===== src/rtl/dbus_arbiter.sv =====
// Two-master data-bus arbiter onto a single-port synchronous memory.
// Round-robin, with an optional m1 lock mode (DBUS_ARB_LOCK_EN) that
// lets m0 through after HOLD_MAX consecutive denials.
// Ports: clk_i, rst_i (async, active-low); per master mN_req_i/we_i/
// addr_i/wdata_i/be_i in, mN_gnt_o/rvalid_o/rdata_o out; m1_lock_i;
// memory side s_cs_o/we_o/addr_o/wdata_o/be_o out, s_rdata_i in.
module dbus_arbiter #(
  parameter int ADDR_W   = 10,
  parameter int HOLD_MAX = 8
) (
  input  logic              clk_i,
  input  logic              rst_i,
  input  logic              m0_req_i,
  input  logic              m0_we_i,
  input  logic [31:0]       m0_addr_i,
  input  logic [31:0]       m0_wdata_i,
  input  logic [3:0]        m0_be_i,
  output logic              m0_gnt_o,
  output logic              m0_rvalid_o,
  output logic [31:0]       m0_rdata_o,
  input  logic              m1_req_i,
  input  logic              m1_we_i,
  input  logic [31:0]       m1_addr_i,
  input  logic [31:0]       m1_wdata_i,
  input  logic [3:0]        m1_be_i,
  output logic              m1_gnt_o,
  output logic              m1_rvalid_o,
  output logic [31:0]       m1_rdata_o,
  input  logic              m1_lock_i,
  output logic              s_cs_o,
  output logic              s_we_o,
  output logic [ADDR_W-1:0] s_addr_o,
  output logic [31:0]       s_wdata_o,
  output logic [3:0]        s_be_o,
  input  logic [31:0]       s_rdata_i
);

  // 1 = m1 was granted most recently
  logic       r_last_gnt;
  logic       r_m0_rvalid;
  logic       r_m1_rvalid;
  logic       w_rr_m0;
  logic       w_rr_m1;
  logic       w_m0_gnt;
  logic       w_m1_gnt;
  logic       w_we;
  logic [3:0] w_hold_lim;
  logic       w_unused;

  assign w_hold_lim = 4'(HOLD_MAX);

  assign w_unused = ^{m1_lock_i, w_hold_lim,
                      m0_addr_i[31:ADDR_W+2], m0_addr_i[1:0],
                      m1_addr_i[31:ADDR_W+2], m1_addr_i[1:0]};

  // conflict goes to the master not granted last
  assign w_rr_m0 = m0_req_i & (~m1_req_i | r_last_gnt);
  assign w_rr_m1 = m1_req_i & (~m0_req_i | ~r_last_gnt);

`ifdef DBUS_ARB_LOCK_EN
  typedef enum logic {RR, LOCKED} state_t;

  state_t     r_state;
  state_t     w_next_state;
  logic [3:0] r_hold_cnt;
  logic [3:0] w_next_hold;
  logic       w_lock_act;

  // lock only holds while m1 keeps both lock and req up
  assign w_lock_act = (r_state == LOCKED) & m1_lock_i & m1_req_i;

  always_comb begin
    w_m0_gnt     = 1'b0;
    w_m1_gnt     = 1'b0;
    w_next_state = r_state;
    w_next_hold  = r_hold_cnt;
    if (w_lock_act) begin
      if (m0_req_i && (r_hold_cnt == w_hold_lim)) begin
        w_m0_gnt    = 1'b1;
        w_next_hold = 4'd0;
      end else begin
        w_m1_gnt = 1'b1;
        if (m0_req_i)
          w_next_hold = r_hold_cnt + 4'd1;
      end
    end else begin
      w_m0_gnt     = w_rr_m0;
      w_m1_gnt     = w_rr_m1;
      w_next_hold  = 4'd0;
      w_next_state = (w_rr_m1 & m1_lock_i) ? LOCKED : RR;
    end
    if (!rst_i) begin
      w_m0_gnt = 1'b0;
      w_m1_gnt = 1'b0;
    end
  end

  always_ff @(posedge clk_i or negedge rst_i) begin
    if (!rst_i) begin
      r_state    <= RR;
      r_hold_cnt <= 4'd0;
    end else begin
      r_state    <= w_next_state;
      r_hold_cnt <= w_next_hold;
    end
  end
`else
  assign w_m0_gnt = w_rr_m0 & rst_i;
  assign w_m1_gnt = w_rr_m1 & rst_i;
`endif

  always_ff @(posedge clk_i or negedge rst_i) begin
    if (!rst_i) begin
      r_last_gnt  <= 1'b1;
      r_m0_rvalid <= 1'b0;
      r_m1_rvalid <= 1'b0;
    end else begin
      if (w_m0_gnt | w_m1_gnt)
        r_last_gnt <= w_m1_gnt;
      r_m0_rvalid <= w_m0_gnt & ~m0_we_i;
      r_m1_rvalid <= w_m1_gnt & ~m1_we_i;
    end
  end

  assign w_we = (w_m0_gnt & m0_we_i) | (w_m1_gnt & m1_we_i);

  assign m0_gnt_o    = w_m0_gnt;
  assign m1_gnt_o    = w_m1_gnt;
  assign m0_rvalid_o = r_m0_rvalid;
  assign m1_rvalid_o = r_m1_rvalid;
  assign m0_rdata_o  = s_rdata_i;
  assign m1_rdata_o  = s_rdata_i;

  assign s_cs_o    = w_m0_gnt | w_m1_gnt;
  assign s_we_o    = w_we;
  assign s_addr_o  = w_m1_gnt ? m1_addr_i[ADDR_W+1:2]
                              : m0_addr_i[ADDR_W+1:2];
  assign s_wdata_o = w_m1_gnt ? m1_wdata_i : m0_wdata_i;
  assign s_be_o    = (w_m1_gnt ? m1_be_i : m0_be_i) & {4{w_we}};

endmodule

===== config.mk =====
export PLATFORM = sky130hd
export DESIGN_NAME = dbus_arbiter
export DESIGN_NICKNAME = d
export VERILOG_FILES = /design/src/rtl/dbus_arbiter.sv
export SDC_FILE = /design/constraint.sdc
export NUM_CORES = 1
export LEC_CHECK = 0
export BUFFER_PORTS_ARGS = -buffer_cell sky130_fd_sc_hd__buf_2
export CAP_MARGIN = 10
export CORE_AREA = 2 2 113 115
export CTS_CLUSTER_SIZE = 12
export DETAILED_ROUTE_END_ITERATION = 6
export DIE_AREA = 0 0 115 117
export GPL_TIMING_DRIVEN = 0
export HOLD_SLACK_MARGIN = 0.15
export PLACE_DENSITY_LB_ADDON = 0.15
export SLEW_MARGIN = 10
export SYNTH_ARGS = -nofsm -noshare
export SYNTH_HDL_FRONTEND = slang
export SYNTH_SLANG_ARGS = --single-unit

===== constraint.sdc =====
create_clock -name clk_i -period 1.7 [get_ports clk_i]
set_input_delay 0 -clock clk_i [delete_from_list [all_inputs] [get_ports clk_i]]
set_output_delay 0 -clock clk_i [all_outputs]
set_load 0.005 [all_outputs]

==> results.toml <==
[clocking]
h-tree-depth = 1
clockRootBuffer = "clkbuf_16"
insertion_delay_ns = 0.22
cts_tree = "built"
clk_pin_slew_ns = 0.03
cts_made_buffers = 3
cts_buffer_depth = 2
clkSinkCount = 3

[logic_synthesis]
ys_types = 20
yosysTopAreaCellShare_pct = 40.04
ys.flop_type = "dfrtp_1"
yosysTopAreaCell = "mux2_4"
yosysMostFrequentCell = "buf_4"
yosysWarningCount = 0
yosysSeqAreaShare_pct = 5.500
ys_seq_elements = 3
synth_nets = 316
synthCells = 141
yosys-top-cells-area = "mux2_4, buf_4, mux2_2, dfrtp_1, buf_6"
synth_edf_count = 0
synthTopCellsByCount = "buf_4, mux2_4, mux2_2, o21ai_0"
ys_async_sr_fraction_pct = 100.0
synth.avg_cell_area_um2 = 9.841
syn_area_um2 = 1388

[floorplan]
start_util_pct = 11.27
rows = 41
top_level_ports = 291
die_y_um = 117
die_x_um = 115
core_um2 = 12310
die_area_um2 = 13460

[sta]
post-route-min-period_ns = 1.642
finalSetupTns_ns = 0
fmax_ghz = 0.6092
setup_violations = 0
slew_headroom_pct = 65.72
hold_viol_final = 0
drv_slew = 0
rsz0062_at_grt = "no"
post-route-period-util_pct = 96.57
worst_slew_pin_slew_ns = 0.5142
worst_slack_ns = 0.05839
worst_clock_skew_ns = 0.002174

[finish]
drive_above_1_share_pct = 91.78
multiInputGateArea_um2 = 778.2
final_core_util_pct = 23.14
area_growth_pct = 105.3
nFillCells = 1367
seq_area_um2 = 76.32
nNetsFinal = 541

[worst_hold_path]
worstHoldPathType = "primary input to asynchronous set/reset pin"

[critical_path]
crit_required_ns = 1.70
path_max_fanout = 10
crit_chain = "a21boi_4, nand2_8, buf_12, mux2_4, buf_2"
reg2reg_slack_ns = 0.55
r2r_end = "r_last_gnt"
critPathTopFamily = "flip-flops"
slowest_stage = "dfstp_2"
reg2reg_from = "r_last_gnt"
cp-end-kind = "output pin"
critical_path_class = "register to output pin"
reg2reg_depth = 4
startpoint = "r_last_gnt"
arrival_ns = 1.64
crit_buf_inv = 2
cpPeakStageDelay_ns = 0.57
start_kind = "register"

[power]
pwr-share-clk_pct = 32.7
sw_frac_of_total_pct = 26.02
cellPowerDensity_nw_per_um2 = 401.8
combPwrFrac_pct = 59.9
p_int_uw = 846.8
power_uw = 1145
p_leak_uw = 0.001739
p_switching_uw = 297.8
ir_worst_vdd_mv = 0.2026
pwr-share-seq_pct = 7.5

[global_routing]
overflow = 0
grt_pass1_wl_mm = 6.727
grt_pass1_vias = 1533
grt_usage_pct = 6.352
antenna_found_initial = 2
grt_max_degree = 11

[routing]
dr.first_iter.drc_count = 19
wl_mm = 5.470
via_per_inst = 3.449
drc = 0
drt_pass1_iterations = 2
wl_per_cell_um = 10.58
postRouteAntennaNets = 0
via_count = 1783

[job]
maxCapViolations = 0

[outcome]
outcome = "completed"

[place]
port_buffers = 213
dpl.hpwl_mm = 4.831
gp_congestion = 0.7172
post-place-ws_ns = 0.1729
[per-stage QoR]
| step | cells | hold slack [ns] | instance area [um2] |
|---|---|---|---|
| final | 517 | 0.1499 | 2849 |
| after global routing | 516 | 0.1689 | 2846 |
| after CTS | 512 | -0.4238 | 2759 |
| after detailed placement | 504 | -0.1897 | 2641 |
| after global placement | 504 | -0.1915 | 2641 |
| after floorplan | 141 | -0.2956 | 1388 |
[layout make-up]
type | instances | area share [%]
flip-flops and latches | 3 | 2.679
repair buffers | 220 | 40.40
clock buffers | 4 | 2.767
well taps | 150 | 6.588
plain buffers | 69 | 19.68
diodes | 2 | 0.1757
inverters | 3 | 0.3953
multi-input cells | 66 | 27.32
[cells in the final DEF, fill, tap and decap left out]
master and count:
buf_12 3, mux2_2 5, nand2_8 1, nor2b_1 1, inv_1 2, buf_4 65, clkbuf_2 1, clkinv_1 1
clkbuf_1 1, clkbuf_16 4, a21bo_2 1, buf_6 2, diode_2 2, o21ai_0 5, a32oi_1 1, nor2_1 4
dlygate4sd3_1 3, and3_1 1, nand3_1 4, buf_8 1, mux2_4 37, a211oi_1 4, nand2b_1 1, dfrtp_1 2
a21boi_4 1, dfstp_2 1, buf_2 213
[flip-flops by register name, indices dropped and copies added (netlist names)]
signal       flops
m0_rvalid_o      1
m1_rvalid_o      1
r_last_gnt       1
[cell families after synthesis]
kind of cell / Yosys count / share of synthesized area (%)
muxes: 42 / 44.09
AOI/OAI and AO/OA: 12 / 6.673
buffers and inverters: 72 / 39.04
and+or+nand+nor: 12 / 4.689
DFF: 3 / 5.501
[power groups by stage]
stage               Clock, uW  Sequential [uW]  Combinational [uW]
detailed placement          0             85.5                 658
global placement            0             85.7                 658
global route              387             86.0                 748
floorplan                   0             84.7                 354
finish                    374             85.3                 686
CTS                       381             85.2                 671
[layer usage]
layer | GRT usage (%) | vias up | share of wire (%)
met1 | 5.965 | 758 | 33
met4 | 1.687 | 0 | 0.62
met3 | 1.905 | 4 | 15
met2 | 13.18 | 154 | 52
met5 | 0 | - | 0
li1 | - | 867 | -
[worst reg2reg max path, cell delays in order, from the launching register on]
cell      delay, ns
dfstp_2        0.57
a21boi_4       0.10
nand2_8        0.15
buf_8          0.17
o21ai_0        0.09
[how the worst max path moves through the flow]
stage                          endpoint  slack, ns  cells past startpoint
after floorplan             s_addr_o[3]       0.46                      4
after global placement     s_wdata_o[3]       0.17                      5
after detailed placement   s_wdata_o[3]       0.17                      5
after CTS                  s_wdata_o[4]      -0.01                      5
after global routing      s_wdata_o[27]       0.01                      5
final                     s_wdata_o[18]       0.06                      5
[what timing repair did]
item | CTS | global route
hold buffers | 2 | 1
resized for setup | 1 | 9
endpoints found under the setup margin | 37 | 41
endpoints found under the hold margin | 5 | 3
setup buffers | 2 | 1
cloned | 0 | 1
pin swaps | 1 | 2
Power figures use the tool's default switching activity.
